`src/rtl/mac_pkg.sv`:
```
// Shared definitions for the carry-save MAC accumulator: default widths,
// FSM state encoding and a small width helper.
package mac_pkg;

   localparam int IN_W_DEF  = 32;
   localparam int ACC_W_DEF = 40;
   localparam int CHUNK_DEF = 8;

   typedef enum logic [1:0] {
      ST_ACCUM   = 2'd0,
      ST_RESOLVE = 2'd1,
      ST_OUTPUT  = 2'd2
   } mac_state_e;

   // Counter width for n values, never narrower than one bit.
   function automatic int idx_width(input int n);
      return (n > 1) ? $clog2(n) : 1;
   endfunction

endpackage

```
`src/rtl/csa_row_4to2.sv`:
```
// Vector 4:2 compressor built from two cascaded 3:2 rows.
// The carry rows leave already shifted into their weight position; the bits
// that fall off the top are exported so the caller can flag overflow.
module csa_row_4to2 #(
   parameter int W = 40
) (
   input  logic [W-1:0] a,
   input  logic [W-1:0] b,
   input  logic [W-1:0] c,
   input  logic [W-1:0] d,
   output logic [W-1:0] s,
   output logic [W-1:0] cy,
   output logic         msb1,
   output logic         msb2
);

   logic [W-1:0] s1;
   logic [W-1:0] c1;
   logic [W-1:0] c1_sh;
   logic [W-1:0] c2;

   // Per-bit full-adder cells for both rows.
   for (genvar i = 0; i < W; i++) begin : g_bit
      assign s1[i] = a[i] ^ b[i] ^ c[i];
      assign c1[i] = (a[i] & b[i]) | (a[i] & c[i]) | (b[i] & c[i]);
      assign s[i]  = s1[i] ^ c1_sh[i] ^ d[i];
      assign c2[i] = (s1[i] & c1_sh[i]) | (s1[i] & d[i]) | (c1_sh[i] & d[i]);
   end

   // First-row carries move up one weight before entering the second row.
   assign c1_sh = {c1[W-2:0], 1'b0};
   assign cy    = {c2[W-2:0], 1'b0};

   // Carries pushed out of bit W-1 by either shift are lost weight 2^W.
   assign msb1  = c1[W-1];
   assign msb2  = c2[W-1];

endmodule

```
`src/rtl/mac_cs_accumulator.sv`:
```
// Carry-save accumulator for a MAC datapath. Beats from the compressor tree
// are folded into a redundant (sum, carry) pair with a 4:2 row; at the end of
// a frame the pair is resolved CHUNK bits per cycle by one narrow adder, and
// the binary result is presented on a valid/ready output port.
module mac_cs_accumulator
   import mac_pkg::*;
#(
   parameter int IN_W  = IN_W_DEF,
   parameter int ACC_W = ACC_W_DEF,
   parameter int CHUNK = CHUNK_DEF
) (
   input  logic             clk,
   input  logic             rst,
   input  logic             clear,
   input  logic             in_valid,
   output logic             in_ready,
   input  logic [IN_W-1:0]  in_sum,
   input  logic [IN_W-1:0]  in_carry,
   input  logic             in_last,
   output logic             out_valid,
   input  logic             out_ready,
   output logic [ACC_W-1:0] out_acc,
   output logic             out_ovf
);

   localparam int NCHUNK = ACC_W / CHUNK;
   localparam int IDX_W  = idx_width(NCHUNK);
   localparam int SW     = CHUNK + 1;

   mac_state_e       state;
   mac_state_e       state_nxt;

   logic [ACC_W-1:0] acc_s;
   logic [ACC_W-1:0] acc_c;
   logic             ovf;
   logic [IDX_W-1:0] cidx;
   logic             cpa_cy;

   logic [ACC_W-1:0] sum_x;
   logic [ACC_W-1:0] car_x;
   logic [ACC_W-1:0] csa_s;
   logic [ACC_W-1:0] csa_c;
   logic             csa_msb1;
   logic             csa_msb2;

   logic             accept;
   logic             last_slice;
   logic             handshake;
   logic [SW-1:0]    slice_sum;

   assign sum_x = ACC_W'(in_sum);
   assign car_x = ACC_W'(in_carry);

   csa_row_4to2 #(
      .W(ACC_W)
   ) u_csa (
      .a    (acc_s),
      .b    (acc_c),
      .c    (sum_x),
      .d    (car_x),
      .s    (csa_s),
      .cy   (csa_c),
      .msb1 (csa_msb1),
      .msb2 (csa_msb2)
   );

   assign accept     = in_valid && in_ready;
   assign last_slice = (cidx == IDX_W'(NCHUNK - 1));
   assign handshake  = out_valid && out_ready;

   // The one carry-propagate adder: the current CHUNK slice plus the carry
   // rippled in from the previous cycle.
   assign slice_sum = {1'b0, acc_s[cidx*CHUNK +: CHUNK]}
                    + {1'b0, acc_c[cidx*CHUNK +: CHUNK]}
                    + SW'(cpa_cy);

   // State register.
   always_ff @(posedge clk) begin
      if (rst) state <= ST_ACCUM;
      else     state <= state_nxt;
   end

   // Next-state logic; clear returns to ACCUM from anywhere.
   always_comb begin
      state_nxt = state;
      if (clear) begin
         state_nxt = ST_ACCUM;
      end else begin
         case (state)
            ST_ACCUM:   if (accept && in_last) state_nxt = ST_RESOLVE;
            ST_RESOLVE: if (last_slice)        state_nxt = ST_OUTPUT;
            ST_OUTPUT:  if (handshake)         state_nxt = ST_ACCUM;
            default:                           state_nxt = ST_ACCUM;
         endcase
      end
   end

   // Input handshake: only ACCUM takes beats, and never while reset or
   // clear is asserted.
   always_comb begin
      in_ready = (state == ST_ACCUM) && !clear && !rst;
   end

   // Accumulator, resolve slices and output registers.
   always_ff @(posedge clk) begin
      if (rst) begin
         acc_s     <= '0;
         acc_c     <= '0;
         ovf       <= 1'b0;
         cidx      <= '0;
         cpa_cy    <= 1'b0;
         out_valid <= 1'b0;
         out_acc   <= '0;
         out_ovf   <= 1'b0;
      end else if (clear) begin
         acc_s     <= '0;
         acc_c     <= '0;
         ovf       <= 1'b0;
         cidx      <= '0;
         cpa_cy    <= 1'b0;
         out_valid <= 1'b0;
      end else begin
         case (state)
            ST_ACCUM: begin
               if (accept) begin
                  acc_s <= csa_s;
                  acc_c <= csa_c;
                  ovf   <= ovf | csa_msb1 | csa_msb2;
                  if (in_last) begin
                     cidx   <= '0;
                     cpa_cy <= 1'b0;
                  end
               end
            end
            ST_RESOLVE: begin
               out_acc[cidx*CHUNK +: CHUNK] <= slice_sum[CHUNK-1:0];
               cpa_cy <= slice_sum[CHUNK];
               cidx   <= cidx + 1'b1;
               if (last_slice) begin
                  // Carry out of the top slice is weight 2^ACC_W.
                  cidx      <= '0;
                  ovf       <= ovf | slice_sum[CHUNK];
                  out_ovf   <= ovf | slice_sum[CHUNK];
                  out_valid <= 1'b1;
               end
            end
            ST_OUTPUT: begin
               if (handshake) begin
                  acc_s     <= '0;
                  acc_c     <= '0;
                  ovf       <= 1'b0;
                  out_valid <= 1'b0;
               end
            end
            default: ;
         endcase
      end
   end

endmodule

```
`config.mk`:
```
export PLATFORM = sky130hd
export DESIGN_NAME = mac_cs_accumulator
export DESIGN_NICKNAME = d
export VERILOG_FILES = /design/src/rtl/mac_pkg.sv /design/src/rtl/csa_row_4to2.sv /design/src/rtl/mac_cs_accumulator.sv
export SDC_FILE = /design/constraint.sdc
export NUM_CORES = 1
export LEC_CHECK = 0
export ABC_CLOCK_PERIOD_IN_PS = 6800
export CAP_MARGIN = 25
export CORE_MARGIN = 4
export CORE_UTILIZATION = 35
export DETAILED_ROUTE_END_ITERATION = 12
export SYNTH_ARGS = -nofsm -noshare
export SYNTH_HDL_FRONTEND = slang
export SYNTH_SLANG_ARGS = --single-unit
export TNS_END_PERCENT = 100
```
`constraint.sdc`:
```
create_clock -name clk -period 6.8 [get_ports clk]
set_input_delay 0.68 -clock clk [delete_from_list [all_inputs] [get_ports clk]]
set_output_delay 0.68 -clock clk [all_outputs]
set_load 0.1 [all_outputs]
```
==> results.ini, run 1 <==
[finish]
nNetsFinal = 1002
antenna_cells = 0
n_fill_cell = 2025
multi_input_area_um2 = 4670
areaGrowthSynthToFinish_pct = 25.3
drive_gt1_share_pct = 7.43
seq_area_um2 = 2560
final_area_um2 = 9440

[timing]
rsz0062_at_grt = no
setup_tns_ns = 0
worst_slew_pin_slew_ns = 0.995
fmax_mhz = 275
final_max_slew_viol_count = 0
timing.final.crit_share_pct = 53.4
setup_viol = 0
max_slew_margin_pct = 33.6
fin_crit_ns = 3.63
hold_viol = 0
hold_ws_ns = 0.473
fin_worst_skew_ns = 0.00756

[clocking]
cts.sinks = 128
post_cts_buffers = 0
root_buffer = clkbuf_16
clk_pin_slew_ns = 0.06
postCtsHoldBufs = 0
cts_tree = done
clk_path_buf_depth = 2
cts_made_buffers = 17
cts_resized = 0
clock_latency_ns = 0.42
htree_levels = 4

[power]
p_switching_uw = 453
p_int_mw = 1.51
power_leakage_nw = 3.51
clock_power_share_pct = 50.9
p_comb_share_pct = 9.6
powerDensity_nw_per_um2 = 207
power_frac_seq_pct = 39.4
swShare_pct = 23.1
p_total_mw = 1.96
ir_worst_vdd_v = 0.000160

[synthesis]
synthFlopType = dfxtp_1
yosys-top-cells-count = dfxtp_1 (128), a21oi_1 (95), nand2_1 (91)
yosys_register_bits = 128
synth.most_common_cell = dfxtp_1
synth.top_cell.area_share_pct = 34.0
synth_fp_nets = 917
synth_cell_types = 49
syn_inst = 750
synthArstFlopShare_pct = 0
synth_seq_area_share_pct = 34.0
ys_warn_count = 0
synth_edf_count = 0
yosys.area.top_type = dfxtp_1
syn_avg_cell_area_um2 = 10.0
synth_area_leaders = dfxtp_1 (34%), fa_1 (17%), nand3b_1 (8.4%)
syn-cell-area_um2 = 7530

[worst_setup_path]
crit_cells = 10
r2r_setup_slack_ns = 3.17
crit_buf_inv = 1
cp-start-kind = register
critPathSlowestCell = dfxtp_1
r2r_end = ovf$_SDFFE_PP0P_
crit_chain = mux4_2, a22o_1, fa_1, inv_1, fa_1, nor2b_1, o31a_1, o21a_1, o31a_1, o221a_2
r2r_start = cidx[1]$_SDFFE_PP0P_
max_stage_delay_ns = 0.96
worstPathMaxFanout = 23
crit_family = compound AO/OA/AOI/OAI gates
worstPathRequired_ns = 7.11
critical_path_class = register to register
end_kind = register
critPathLaunch = cidx[1]$_SDFFE_PP0P_
crit_end = ovf$_SDFFE_PP0P_
arrival_ns = 3.95
reg2reg_depth = 10

[global_route]
grt_start_max_net_pins = 88
antenna_found_initial = 0
grt_overflow = 0
grt_pass1_wl_um = 32300
grtUsageTotal_pct = 17.2
first_global_vias = 5819

[floorplan]
die_h_um = 155
core_um2 = 21100
dieWidth_um = 155
initial_core_util_pct = 35.7
ios = 113
fp-row-count = 53
dieArea_um2 = 23900

[routing]
wl_per_cell_um = 17.7
drtPass1Iterations = 4
detail_route.wirelength_um = 19900
drtIter0Drc = 463
vias = 5776
vias_per_cell = 5.14
drc = 0
ant_nets = 0

[placed_design]
io_buffers = 112
dp_hpwl_um = 14300
placed_area_um2 = 8790
gp_congestion = 0.819

[min_path]
min_path_type = register to register
min_from = out_ovf$_SDFFE_PP0P_

[run]
drv_cap = 0

[status]
outcome = complete, no violations

kinds of logic after synthesis:
group | after synthesis | synth area share [%]
XOR/XNOR | 6 | 0.698
flip-flops | 128 | 34.0
AO/OA/AOI/OAI | 154 | 12.3
multiplexers | 42 | 7.77
AND/OR/NAND/NOR | 258 | 18.6
adder cells (fa/ha/maj) | 97 | 22.5
buffers and inverters | 65 | 4.05
worst reg2reg max path, cell delays in order, from the launching register on:
cell     delay, ns
dfxtp_1       0.96
mux4_2        0.47
a22o_1        0.22
fa_1          0.43
inv_1         0.09
fa_1          0.20
nor2b_1       0.06
o31a_1        0.31
o21a_1        0.22
o31a_1        0.29
o221a_2       0.29
cell usage in the layout, fill, tap and decap left out, types with 5 or more instances in the layout:
cell type and count:
nor3_1 6, o22ai_1 8, nand3b_1 84, mux2i_1 27, fa_1 64, nor2_1 44
or3_1 7, dfxtp_1 128, nand2_1 91, o31ai_1 7, o21ai_0 8, inv_1 14
a21oi_1 95, nand2b_1 10, clkdlybuf4s50_1 112, clkbuf_16 17, a22o_1 13, clkbuf_8 5
buf_4 5, mux4_2 13, ha_1 32
worst min path at each step:
stage / cells past startpoint / endpoint / slack, ns
finish: 2 / out_ovf$_SDFFE_PP0P_ / 0.47
global placement: 2 / acc_c[35]$_SDFFE_PP0P_ / 0.47
global route: 2 / out_ovf$_SDFFE_PP0P_ / 0.50
floorplan: 2 / acc_s[0]$_SDFFE_PP0P_ / 0.45
detailed placement: 2 / out_acc[2]$_SDFFE_PP0P_ / 0.47
CTS: 2 / acc_c[35]$_SDFFE_PP0P_ / 0.48
registers in the layout (all words and copies together) (netlist names):
register   cells
out_valid      1
cidx           3
cpa_cy         1
ovf            1
out_ovf        1
acc_c         39
state          2
acc_s         40
out_acc       40
cell type report:
type	count	area share, %
sequential	128	27.1
timing repair buffer	117	12.3
multi-input combinational	557	49.5
clock buffer	22	5.23
tap	275	3.64
inverter	14	0.557
clock inverter	10	1.64
power by group through the flow:
| stage | clock network [mW] | logic [mW] | registers (mW) |
|---|---|---|---|
| after detailed placement | 0 | 0.189 | 0.788 |
| after global routing | 1.04 | 0.215 | 0.773 |
| after floorplan | 0 | 0.114 | 0.784 |
| after global placement | 0 | 0.189 | 0.788 |
| final | 0.998 | 0.189 | 0.772 |
| after CTS | 1.01 | 0.191 | 0.772 |
metrics by stage:
| step | setup slack, ns | std cells | util (%) |
|---|---|---|---|
| after floorplan | 3.70 | 750 | - |
| after global placement | 3.04 | 1091 | 41.7 |
| after detailed placement | 3.08 | 1091 | 41.7 |
| after CTS | 3.17 | 1123 | 44.8 |
| after global routing | 2.85 | 1123 | 44.8 |
| final | 3.17 | 1123 | 44.8 |
layer usage:
metal | track usage, % | part of all wire [%] | vias up
met3 | 3.41 | 4.8 | 24
met1 | 24.0 | 47 | 2795
met4 | 5.17 | 1.5 | 0
met2 | 27.0 | 46 | 163
li1 | - | - | 2794
met5 | 0 | 0 | -
Note: power is estimated with default switching activity, not from simulation.
==> run 2: changes to the inputs <==
- ABC_CLOCK_PERIOD_IN_PS: 6800 -> 3750
- clock period: 6.8 -> 3.75 ns (I/O delays scaled with it)
==> results.ini, run 2 (synthesized netlist as in run 1, its figures left out) <==
[global_route]
grt_pass1_wl_um = 32600
grtUsageTotal_pct = 17.5
grt_overflow = 0
first_global_vias = 5712
antenna_found_initial = 0
grt_start_max_net_pins = 87

[floorplan]
dieArea_um2 = 23900
initial_core_util_pct = 35.7
die_h_um = 155
fp-row-count = 53
core_um2 = 21100
dieWidth_um = 155
ios = 113

[min_path]
min_path_type = register to register

[power]
ir_worst_vdd_v = 0.000325
powerDensity_nw_per_um2 = 369
power_leakage_nw = 3.55

[finish]
final_util_pct = 45.1
nNetsFinal = 1011
n_fill_cell = 2045
antenna_cells = 0
finalNonFillerCells = 1131
final_common_cell = dfxtp_1
final_cell_mix = dfxtp_1 (128), clkdlybuf4s50_1 (111), a21oi_1 (95), nand2_1 (91), nand3b_1 (84)
largestRegisters = acc_s (40), out_acc (40), acc_c (39)
areaGrowthSynthToFinish_pct = 26.2
drive_gt1_share_pct = 8.29

[timing]
max_slew_margin_pct = 32.5
setup_viol = 0
setup_tns_ns = 0
fin_crit_ns = 3.29
rsz0062_at_grt = no
timing.final.crit_share_pct = 87.7
worst_slew_pin_slew_ns = 1.01
final_max_slew_viol_count = 0
hold_viol = 0
fin_worst_skew_ns = 0.00781
fmax_mhz = 304

[worst_setup_path]
critical_path_class = register to register
arrival_ns = 3.56
worstPathMaxFanout = 12
cp-start-kind = register
worstPathRequired_ns = 4.02
end_kind = register

[placed_design]
dp_cells = 1099
gp_congestion = 0.818
dp_hpwl_um = 14800
io_buffers = 112

[clocking]
htree_levels = 4
clk_path_buf_depth = 2
clk_pin_slew_ns = 0.06
cts_resized = 0
clock_latency_ns = 0.43
cts_made_buffers = 17
cts_tree = done
cts.sinks = 128
post_cts_buffers = 0
postCtsHoldBufs = 0
root_buffer = clkbuf_16

[routing]
drc = 0
wl_per_cell_um = 18.0
vias = 5805
ant_nets = 0
detail_route.wirelength_um = 20400
drtPass1Iterations = 5
drtIter0Drc = 414
vias_per_cell = 5.13

[status]
outcome = complete, no violations

[run]
drv_cap = 0

[run 2: cell count changes in the layout (fill, tap and decap cells not counted), sizes merged]
cell           before  now
buf                 5   15
clkbuf             22   20
clkdlybuf4s50     112  111
clkinvlp            2    3
[run 2: critical path: stages, from the launching register on]
cell,delay (ns)
dfxtp_1,0.59
buf_4,0.24
mux2_2,0.34
a21oi_1,0.22
o21a_1,0.18
inv_1,0.06
ha_1,0.28
a211oi_1,0.20
o21ai_0,0.24
a31oi_1,0.25
xor2_1,0.41
o22ai_1,0.13
[run 2: final cells by class]
class	instances	area, um2	area share, %
multi-input cells	557	4670	49.1
flip-flops and latches	128	2560	27.0
repair buffers	126	1260	13.3
clock buffers	20	457	4.80
well taps	275	344	3.62
clock inverters	11	163	1.71
inverters	14	52.6	0.553
[run 2: worst paths after layout]
path,start,to,slack [ns],cells after the start
hold reg to reg,out_acc[2]$_SDFFE_PP0P_,out_acc[2]$_SDFFE_PP0P_,0.47,2
hold / removal,out_acc[2]$_SDFFE_PP0P_,out_acc[2]$_SDFFE_PP0P_,0.47,2
setup / recovery,cidx[1]$_SDFFE_PP0P_,out_acc[39]$_SDFFE_PP0P_,0.46,11
setup reg to reg,cidx[1]$_SDFFE_PP0P_,out_acc[39]$_SDFFE_PP0P_,0.46,11
[run 2: per-layer routing]
layer / global-route usage [%] / wire length [um] / vias to the layer above
li1: - / - / 2813
met1: 24.1 / 9440 / 2832
met2: 27.1 / 9500 / 134
met3: 4.36 / 1000 / 26
met4: 5.42 / 416 / 0
met5: 0 / 0 / -
[run 2: power breakdown]
group / internal, mW / switching [mW]
registers: 1.38 / 0.0238
logic: 0.167 / 0.188
clock network: 1.14 / 0.618
[run 2: metrics by stage]
step	instance area (um2)	worst slack (ns)	total power, mW	hold WS [ns]
2_1_floorplan	7530	0.647	1.63	0.446
3_3_place_gp	8870	0.527	1.78	0.458
3_5_place_dp	8870	0.437	1.78	0.456
4_1_cts	9490	0.448	3.54	0.477
5_1_grt	9510	0.224	3.64	0.495
6_report	9510	0.460	3.51	0.472
